--- src/rtl/sram_responder.sv ---
// Word-organised SRAM responder with a programmable access latency.
// Ports: clk, rst_n, addr, read_en, write_en, data_in -> data_out, mem_ready, mem_err, busy.
module sram_responder #(
   parameter int DATA_W  = 32,
   parameter int ADDR_W  = 7,
   parameter int LATENCY = 2
) (
   input  logic              clk,
   input  logic              rst_n,
   input  logic [ADDR_W-1:0] addr,
   input  logic              read_en,
   input  logic              write_en,
   input  logic [DATA_W-1:0] data_in,
   output logic [DATA_W-1:0] data_out,
   output logic              mem_ready,
   output logic              mem_err,
   output logic              busy
);

   localparam int IDX_W = ADDR_W - 2;
   localparam int DEPTH = 2 ** IDX_W;
   localparam logic [3:0] CNT_INIT = 4'(LATENCY - 1);

   typedef enum logic [1:0] {
      IDLE,
      BUSY,
      DONE
   } state_t;

   state_t            state;
   logic [3:0]        cnt;
   logic [IDX_W-1:0]  idx_q;
   logic [DATA_W-1:0] data_q;
   logic              wr_q;
   logic              inv_q;
   logic [DATA_W-1:0] mem [DEPTH];

   logic req;
   logic bad;

   assign req = read_en | write_en;
   // Conflicting enables or a non-word-aligned address reject the request.
   assign bad = (read_en & write_en) | (addr[1:0] != 2'b00);

   always_ff @(posedge clk or negedge rst_n) begin
      if (!rst_n) begin
         state     <= IDLE;
         cnt       <= '0;
         idx_q     <= '0;
         data_q    <= '0;
         wr_q      <= 1'b0;
         inv_q     <= 1'b0;
         data_out  <= '0;
         mem_ready <= 1'b0;
         mem_err   <= 1'b0;
         busy      <= 1'b0;
         for (int i = 0; i < DEPTH; i++) begin
            mem[i] <= '0;
         end
      end else begin
         unique case (state)
            IDLE: begin
               if (req) begin
                  idx_q  <= addr[ADDR_W-1:2];
                  data_q <= data_in;
                  wr_q   <= write_en;
                  inv_q  <= bad;
                  cnt    <= CNT_INIT;
                  busy   <= 1'b1;
                  state  <= BUSY;
               end
            end
            BUSY: begin
               if (cnt != 4'd0) begin
                  cnt <= cnt - 4'd1;
               end else begin
                  // Array access happens on the edge entering DONE,
                  // so data_out is stable for the whole ready pulse.
                  if (!inv_q) begin
                     if (wr_q) begin
                        mem[idx_q] <= data_q;
                     end else begin
                        data_out <= mem[idx_q];
                     end
                  end
                  mem_ready <= 1'b1;
                  mem_err   <= inv_q;
                  state     <= DONE;
               end
            end
            DONE: begin
               mem_ready <= 1'b0;
               mem_err   <= 1'b0;
               busy      <= 1'b0;
               state     <= IDLE;
            end
            default: begin
               mem_ready <= 1'b0;
               mem_err   <= 1'b0;
               busy      <= 1'b0;
               state     <= IDLE;
            end
         endcase
      end
   end

endmodule
--- config.mk ---
export PLATFORM = sky130hd
export DESIGN_NAME = sram_responder
export DESIGN_NICKNAME = d
export VERILOG_FILES = /design/src/rtl/sram_responder.sv
export SDC_FILE = /design/constraint.sdc
export NUM_CORES = 1
export LEC_CHECK = 0
export ABC_AREA = 1
export CAP_MARGIN = 20
export CORE_UTILIZATION = 35
export DETAILED_ROUTE_END_ITERATION = 6
export HOLD_SLACK_MARGIN = 0.08
export MAX_ROUTING_LAYER = met4
export PLACE_DENSITY = 0.56
export SYNTH_ARGS = -nofsm -noshare
export SYNTH_HDL_FRONTEND = slang
export SYNTH_SLANG_ARGS = --single-unit
--- constraint.sdc ---
create_clock -name clk -period 2.6 [get_ports clk]
set_clock_uncertainty 0.1 [all_clocks]
set_input_delay 0.52 -clock clk [delete_from_list [all_inputs] [get_ports clk]]
set_output_delay 0.52 -clock clk [all_outputs]
set_load 0.005 [all_outputs]
======== After elaboration in Yosys (flattened, before gate mapping) ========
Cells that the tools add are included.
word-level totals
  bits in read-only memories .............. 0
  memories kept ........................... 0
  bits of input ports ..................... 43
  memory bits (writable) .................. 0
  output and inout bits ................... 35
  bits in latches ......................... 0
  word-level logic and storage cells ...... 88
  register bits after elaboration ......... 1104
cells by class
  reductions and logical operators ........ 12
  divide/modulo/power cells ............... 0
  equality and inequality tests ........... 4
  multiply operators ...................... 0
  shift operators ......................... 0
  order comparisons ....................... 2
  $add $sub $neg .......................... 1
  bitwise logic cells ..................... 9
  muxes and demuxes ....................... 18
operators with widths
  cell                                                                           count
  1024-bit bitwise mux                                                           1
  32-bit binary-select mux with 5-bit select                                     1
  32-bit demux with 5-bit select                                                 1
  32-bit two-way mux                                                             3
  4-bit two-way mux                                                              2
  4-bit one-hot mux with 2 select lines                                          1
  2-bit AND reduction                                                            4
  4-bit AND reduction                                                            2
  6-bit greater-or-equal comparator (second input constant)                      1
  6-bit by 1-bit less-than comparator with 1-bit output (second input constant)  1
  2-bit inequality test (second input constant)                                  3
  5-bit inverter with 6-bit output                                               1
  1-bit one-hot mux with 2 select lines                                          3
  1-bit inverter                                                                 5
  2-bit two-way mux                                                              2
  2-bit one-hot mux with 2 select lines                                          1
  2-bit nonzero test                                                             2
  4-bit nonzero test                                                             1
  4-bit by 1-bit subtractor with 4-bit output (second input constant)            1
  1-bit two-way mux                                                              3
  3-bit AND reduction                                                            1
  2-bit by 1-bit equality test with 1-bit output (second input constant)         1
  2-bit logical NOT                                                              1
  1-bit bitwise OR                                                               2
  other kinds (2)                                                                2

======== Logic depth before layout (Yosys ltp) ========
Gate-level depths: netlist (run 1).
  depth after elaboration ................. 6
  depth in mapped cells ................... 13
  mapped depth without buffers ............ 11

======== Least setup slack after synthesis (run 1) ========
OpenSTA, ideal clock, no wires.
  path kind ............................... register -> register
  from .................................... reg cnt[0]
  to ...................................... reg mem[685] (netlist bit)
  clock period less this slack ............ 2.042 ns
  path buffers ............................ 2
  arrival time ............................ 1.813 ns
  library setup time ...................... 0.129 ns
  stages on the path, launching flop included .. 12
  required time ........................... 2.371 ns
  setup slack ............................. 0.558 ns
  cell sequence ........................... dfrtp_1 > inv_1 > ha_1 > nand2_2 > nor2_4 > inv_2 > nor3_4 > buf_12 > nand3_4 > buf_4 > nand2_1 > o21ai_2
on the way
  word-level cells in the longest chain between the ends .. 3
ends and longest elaborated chain
  item                                  line  RTL
  from (decl)                           31    logic [3:0] cnt;
  from (signal assigned)                75    cnt <= cnt - 4'd1;
  4-bit nonzero test                    74    if (cnt != 4'd0) begin
  1-bit inverter (no source line)       n/a
  4-bit AND reduction (no source line)  n/a
  to (signal, indexed assignment)       81    mem[idx_q] <= data_q;
  to (decl)                             36    logic [DATA_W-1:0] mem [DEPTH];
Every way passes these cells.
A chain may end at the register's enable or synchronous reset.

======== Worst setup path after layout (run 1) ========
  from .................................... reg data_out[26]
  to ...................................... out data_out[26]
RTL lines
  item                    line  RTL
  from (decl)             14    output logic [DATA_W-1:0] data_out,
  from (signal assigned)  83    data_out <= mem[idx_q];
No word-level cell between the ends.

==> results of run 1 <==
## power breakdown
| part | switching, mW | internal [mW] |
|---|---|---|
| Sequential | 1.46 | 19.7 |
| Combinational | 12.3 | 4.67 |
| Clock | 7.28 | 10.9 |
## repair_timing
item                                    in CTS  in global routing
resized for setup                            0                  0
hold endpoints to repair                   587                  0
setup buffers                                0                  0
hold buffers                                 1                  0
endpoints found under the setup margin       0                  0
## per-layer routing
metal	vias to the layer above	part of all wire, %	GRT usage [%]
met5	-	0	-
met4	0	2.3	5.78
met3	203	4.8	2.72
met2	932	46	34.5
met1	20500	47	29.5
li1	20700	-	-
## how the worst min path moves through the flow
stage / startpoint / end / slack [ps] / cells past startpoint
final: rst_n / mem[906] / 140 / 2
after global routing: rst_n / mem[906] / 130 / 2
after CTS: rst_n / mem[199] / 100 / 2
after detailed placement: rst_n / mem[906] / 320 / 1
after global placement: rst_n / mem[906] / 320 / 1
after floorplan: rst_n / busy / 120 / 0
## cell usage after synthesis (7+ instances only)
| library cell | number | area, um2 |
|---|---|---|
| sky130_fd_sc_hd__nand2_1 | 3453 | 13000 |
| sky130_fd_sc_hd__nand2_4 | 24 | 270 |
| sky130_fd_sc_hd__o21ai_1 | 269 | 1350 |
| sky130_fd_sc_hd__nor2_1 | 102 | 383 |
| sky130_fd_sc_hd__buf_2 | 57 | 285 |
| sky130_fd_sc_hd__o21ai_2 | 63 | 552 |
| sky130_fd_sc_hd__or2_2 | 29 | 181 |
| sky130_fd_sc_hd__clkbuf_1 | 267 | 1000 |
| sky130_fd_sc_hd__dfrtp_1 | 1104 | 27600 |
| sky130_fd_sc_hd__inv_2 | 8 | 30.0 |
| sky130_fd_sc_hd__nand3_1 | 185 | 926 |
| sky130_fd_sc_hd__o21ai_0 | 749 | 3750 |
| sky130_fd_sc_hd__a21oi_1 | 7 | 35.0 |
| sky130_fd_sc_hd__buf_1 | 15 | 56.3 |
| sky130_fd_sc_hd__inv_1 | 110 | 413 |
| sky130_fd_sc_hd__buf_6 | 154 | 1730 |
## per-stage QoR
stage / area, um2 / instances
global route: 59100 / 8566
CTS: 59100 / 8566
global placement: 54900 / 8349
floorplan: 52000 / 6638
finish: 59100 / 8567
detailed placement: 54900 / 8349
## logic make-up (layout without fill, tap and decap cells)
logic type               after synthesis  count (layout)  synth area share (%)
other                                  0               1                     0
AND/OR/NAND/NOR                     3818            3818                  28.9
AO/OA/AOI/OAI                       1091            1091                  11.0
adder cells (fa/ha/maj)                2               2                0.0481
flip-flops                          1104            1104                  53.1
buffers and inverters                623             621                  6.98
## area by class of cell
cell class | instances | area, um2
Multi-Input combinational cell | 4911 | 20800
Timing Repair Buffer | 287 | 3570
Fill cell | 15000 | 88600
Clock buffer | 167 | 3460
Inverter | 118 | 458
Antenna cell | 1 | 2.50
Clock inverter | 49 | 736
Sequential cell | 1104 | 27600
Tap cell | 1930 | 2410
## registers in the layout (all words and copies together) (netlist names)
register	count
busy	1
cnt	4
data_out	32
data_q	32
idx_q	5
inv_q	1
mem	1024
mem_err	1
mem_ready	1
state	2
wr_q	1
==> impl_summary.md, run 1 <==
Logic synthesis
After synthesis, the netlist uses 30 different library cells. The number of synthesized flops with an enable pin is 0. The most instantiated flip-flop cell in the synthesis netlist is sky130_fd_sc_hd__dfrtp_1. In this run, synthesis produced a sequential element count of 1,104. The post-synthesis average cell area is about 8 um2. The fraction of the yosys area taken by sequential cells is a little over half. For this run, asynchronously set or reset flops after synthesis account for 100%. After technology mapping, the gate count stands at 6,638. The number of warnings issued by yosys is 0. The synthesized netlist occupies a cell area of 52,000 um2. The net count of the mapped netlist is 6,683.

Run status
The final reports fail on design-rule violations. The flow ran to the end, but the final reports show violations.

Floorplan
The width of the die is between 300 and 400 um. The overall die height is approximately 390 um. In this run the core area contains 141 standard-cell rows. The initial standard-cell utilization of the core is 35.2%. The core region is 148,000 um2. The die outline area is 150,000 um2.

The number of top-level design ports is 78.

Critical path
The classification of the worst setup path is reg2out. The longest individual stage delay on the worst path is 580 ps. Data on the critical path arrives at its endpoint at 1780 ps. The endpoint identified for the worst register-to-register timing path is mem[49]. The worst setup path is captured at an output pin. The worst register-to-register path begins at cnt[0]. The library cell contributing the largest single delay on the critical path is sky130_fd_sc_hd__clkdlybuf4s50_1. The number of buffers and inverters on the critical path is 1.

The most critical setup path has its startpoint at data_out[26]. Walking the worst path, the cells encountered are clkdlybuf4s50_1. In this run the register-to-register setup slack is 280 ps.

The maximum fanout count along the critical path is 2. Counting cells, the worst reg-to-reg path comes to 12. In this run the worst setup path terminates at data_out[26]. The cell family contributing the most delay on the critical path is buffers and inverters.

The number of gates on the worst path with buffers counted is 1. The required time at the worst-slack endpoint is 1980 ps. STA classifies the critical path startpoint as a register.

STA
After routing, the total negative slack on setup checks comes to 0 ps. The normalized max-slew margin is between 50% and 60%. The count of final hold-check violations is 0. The post-route worst hold slack is 135 ps. Setup repair after global routing left no endpoint under its margin.

Once routing completed, OpenROAD measured the worst setup slack at 199 ps. The final critical-path share of the clock period is between 90 and 100%. The maximum frequency from static timing analysis is 0.417 GHz. The pin slew with the least headroom to its limit is 727 ps. The final period demand of the worst path is approximately 2400 ps.

Setup violations remaining at the end of the flow were counted as 0. The max-slew violation total from the final report is 0.

Clocking
No sink is reached through more buffers than the 3 on the longest clock path. Clock tree synthesis inserted a total of 119 buffers. The H-tree was split into 3 levels.

The clock latency at the later pin of the worst-skew pair is 770 ps. After clock tree synthesis, the clock-pin slew on the worst setup and hold paths is around 60 ps. The clock net in this run drives a total of 1,104 sinks. The clock tree from TritonCTS is yes. The root buffer cell is sky130_fd_sc_hd__clkbuf_16.

Pwr
The worst supply voltage drop on vdd is 0.971 mV. Summing internal, switching and leakage power gives ~56 mW. For this design the static power due to leakage is 29.5 nW. Dividing total power by cell area gives a power density of between 900 and 1000 nW/um2.

Placement
The weighted congestion at the end of routability-driven global placement is 0.813. Prior to clock tree synthesis, the placed netlist has a worst setup slack of 252 ps. The quantity of I/O buffers inserted on ports is 77. The HPWL after detailed placement is ~93 mm.

Routing
The average vias per placed instance is 4.95. The detailed-route via count is 42,400. The total length of routed wires is around 160 mm. In the final routed layout, each cell accounts on average for 18.4 um. In this run the remaining antenna-violating nets after routing total 0. The first-iteration detailed-routing DRC count is 3,434. The first-pass iteration count of the detailed router is 7. In the routed design, unresolved DRC markers number 3.

Final layout
The top cell types in the final layout, fill and taps aside, are sky130_fd_sc_hd__nand2_1, sky130_fd_sc_hd__dfrtp_1, sky130_fd_sc_hd__o21ai_0, sky130_fd_sc_hd__o21ai_1, sky130_fd_sc_hd__nand3_1. The number of nets in the finished design is 6,586. Cells with a size suffix above 1 make up 8.39% of the layout. The synthesis-to-layout area growth is 13.6%. The final core area utilization is 40.0%. Leaving out fill and tap cells, the most frequent cell in the layout is sky130_fd_sc_hd__nand2_1.

Hold path
The worst min-delay path category is in2async.

Job
The max-cap violation count is 0.

Global routing
The first global-routing pass estimated about 250 mm of wire. After global routing the overflow that remains totals 0. Entering global routing, the biggest net connects 104 pins.

For this run, the total global-route usage over all layers was measured as 21.8%. The number of global-route vias before repair came to between 40,000 and 50,000. The number of antenna violations at the first check in global routing is 1.
Power figures use the tool's default switching activity.
==> run 2: changes to the inputs <==
Settings changed: CELL_PAD_IN_SITES_DETAIL_PLACEMENT from default to 1, CELL_PAD_IN_SITES_GLOBAL_PLACEMENT from default to 1, CORE_UTILIZATION 35 to 48, PLACE_DENSITY 0.56 to 0.87.
==> run 2 against run 1 <==
  * The run now ends clean
  * Die area decreased by 27%
  * Final cell count decreased by 6.1%
  * Clock-buffer cell count increased by 5
  * First-iteration DRC count increased by 13%
  * Combinational power about the same
  * Fmax decreased by 4.9%
  * Register-to-register slack got worse by 200 ps
  * Non-clock buffer count increased by 2
  * Critical path depth increased by 11
  * Wire length increased by 13%
  * Largest cell class unchanged
  * Largest power group unchanged
==> impl_summary.md, run 2 (synthesis results as in run 1) <==
Critical path
The longest individual stage delay on the worst path is 360 ps (-220 ps). By startpoint and endpoint, the worst setup path is classified as reg2reg. Among cell families on the critical path, the largest total delay comes from buffers and inverters. The required time at the worst-slack endpoint is 3070 ps (+1090 ps). Traced cell by cell, the critical path runs through inv_1 > ha_1 > nand2_2 > nor2_4 > inv_2 > nor3_4 > buf_12 > buf_12 > nand2_4 > buf_12 > nand2_1 > o21ai_1. STA classifies the critical path endpoint as a register. The critical path buffer and inverter count is 5 (+4). The arrival time at the worst endpoint came to 2990 ps (+1210 ps). STA classifies the critical path startpoint as a register. Among the stages of the critical path, the cell type that occurs most often is sky130_fd_sc_hd__buf_12. The maximum fanout count along the critical path is 64 (+62). The library cell contributing the largest single delay on the critical path is sky130_fd_sc_hd__dfrtp_1.

Routing
The total DRC errors in the routed layout was 0 (-3). The first-pass iteration count of the detailed router is 5 (-2). The first-iteration detailed-routing DRC count is 3,879 (+13%). The per-cell routed wire length is 22.3 um (+21%). The detailed-route via count came to 46,200 (+9.1%). The average vias per placed instance is 5.75 (+16%). The total length of routed wires is 179 mm (+13%). The number of antenna-violating nets in the routed design is 0 (unchanged).

Final layout
The final core area utilization was 54.3% (+14 points). Ranked by flip-flop count, first place goes to mem. The layout filler cell count was 12,900 (-14%).

The final standard cell count with taps included and fillers excluded was 8,041 (-6.1%). The most common cell after layout, fill and taps aside is sky130_fd_sc_hd__nand2_1. The post-layout instance area was 58,200 um2 (-1.5%). The largest registers in the layout are mem (1024), data_out (32), data_q (32). The fraction of final layout cells sized beyond drive strength 1 is 8.29% (-0.11 points). Leaving out fill and tap cells, the most frequent cells in the layout are sky130_fd_sc_hd__nand2_1, sky130_fd_sc_hd__dfrtp_1, sky130_fd_sc_hd__o21ai_0, sky130_fd_sc_hd__o21ai_1, sky130_fd_sc_hd__nand3_1. The number of flip-flops under the largest register name came to 1,024 (unchanged). The synthesis-to-layout area growth is 12.0%.

The number of nets in the finished design is 6,586 (unchanged).

Global routing
The number of global-route vias before repair is 49,800 (+20%). The global route total overflow is 0 (unchanged). The total routing resource utilization after global routing was 34.3% (+12 points). The maximum number of pins on one net before global-route repair is 101 (-2.9%).

The wire length of the first global-routing pass is 284 mm (+14%). The number of antenna violations at the first check in global routing is 2 (+1).

Clocking
The clock latency at the later pin of the worst-skew pair came to 720 ps (-50 ps). The deepest clock path buffer count is 3 (unchanged). The number of clock buffers inserted by TritonCTS is 117 (-1.7%). The clock transition at the register clock pins on the worst setup and hold paths after CTS is 60 ps (about the same). The number of setup buffers added after CTS is 0 (unchanged).

The quantity of gates resized following cts is 0 (unchanged). The number of levels the H-tree was split into is 3 (unchanged). The number of buffers inserted for hold repair after clock tree synthesis came to 1 (unchanged). The tree is rooted in a sky130_fd_sc_hd__clkbuf_16. The number of clock sinks was 1,104 (unchanged). The clock tree from TritonCTS is yes.

STA
The count of final setup violators came to 0 (unchanged). Setup repair after global routing left no endpoint under its margin. The final period demand of the worst path was 2520 ps (+124 ps). The count of final hold-check violations was 0 (unchanged). The slack of the critical path is 75.2 ps (-124 ps). The final-layout setup total negative slack is 0 ps (unchanged). The normalized max-slew margin is 55.9% (+4.4 points). The maximum frequency from static timing analysis is 0.396 GHz (-4.9%). The post-route worst hold slack came to 244 ps (+109 ps). The final critical-path share of the clock period is 97.1% (+4.8 points). The max-slew violation total from the final report is 0 (unchanged). The pin slew with the least headroom to its limit came to 662 ps (-64.5 ps).

Floorplan
The width of the die is 331 um (-15%). The total number of placement rows is 120 (-15%). The initial standard-cell utilization of the core is 48.5% (+13 points).

The number of top-level design ports is 78 (unchanged). The die outline area was 110,000 um2 (-27%). The overall die height was 331 um (-15%).

The placeable core area is 107,000 um2 (-27%).

Pwr
The overall power after layout came to 56.0 mW (-0.65%). The ratio of total power to cell area came to 961 nW/um2 (+0.82%). The worst supply voltage drop on vdd is 0.754 mV (-22%). The standby leakage power was 29.5 nW (-0.26%).

Placement
The instance area at placement is 54,200 um2 (-1.2%). The quantity of I/O buffers inserted on ports is 77 (unchanged). The worst setup slack after placement is 171 ps (-81.3 ps).

The HPWL after detailed placement is 105 mm (+13%). The number of cells after detailed placement is 7,824 (-6.3%). The weighted congestion at the end of routability-driven global placement was 0.836 (+2.8%).

Run status
The run finished with clean final reports.

Hold path
The worst min-delay path category is in2async.

Job
The max-cap violation count is 0 (unchanged).
run 2: cell count changes in the layout (fill, tap and decap cells not counted), sizes merged:
cell and change:
buf +2, bufinv -6, clkbuf +5, inv -4
clkinvlp -1, clkinv +5
run 2: metal layers:
metal	GRT usage, %	part of all wire, %	routed length, um
met5	-	0	0
met4	14.8	4.5	8130
met3	4.90	5.9	10500
met2	55.5	48	86100
met1	43.0	41	74200
run 2: report_power, final:
group / switching, mW / internal [mW] / total (mW)
sequential: 1.63 / 19.7 / 21.4
combinational: 12.7 / 4.48 / 17.2
clock: 7.21 / 10.2 / 17.4
run 2: layout make-up:
class                           count  area, um2  share of cell area [%]
Sequential cell                  1104      27600                    47.5
Multi-Input combinational cell   4911      20800                    35.7
Timing Repair Buffer              289       3580                    6.15
Clock buffer                      172       3450                    5.92
Tap cell                         1403       1760                    3.02
Clock inverter                     43        534                   0.918
Inverter                          118        458                   0.787
Antenna cell                        1       2.50                 0.00430
run 2: worst reg2reg max path: cells and delay by family, from the launching register on:
| family | cells | cell delay [ps] |
|---|---|---|
| DFF | 1 | 360 |
| AOI/OAI and AO/OA | 1 | 100 |
| and+or+nand+nor | 5 | 790 |
| adders and majority gates | 1 | 210 |
| buffers and inverters | 5 | 820 |
run 2: worst paths after layout:
| check | startpoint | endpoint | slack (ps) | cells past startpoint |
|---|---|---|---|---|
| setup / recovery | cnt[0] | mem[667] | 80 | 12 |
| hold / removal | rst_n | mem[533] | 240 | 2 |
| setup reg to reg | cnt[0] | mem[667] | 80 | 12 |
| hold reg to reg | state[1] | busy | 380 | 1 |
| max in group asynchronous | rst_n | mem[345] | 1100 | 3 |
| min in group clk | data_in[10] | data_q[10] | 270 | 3 |
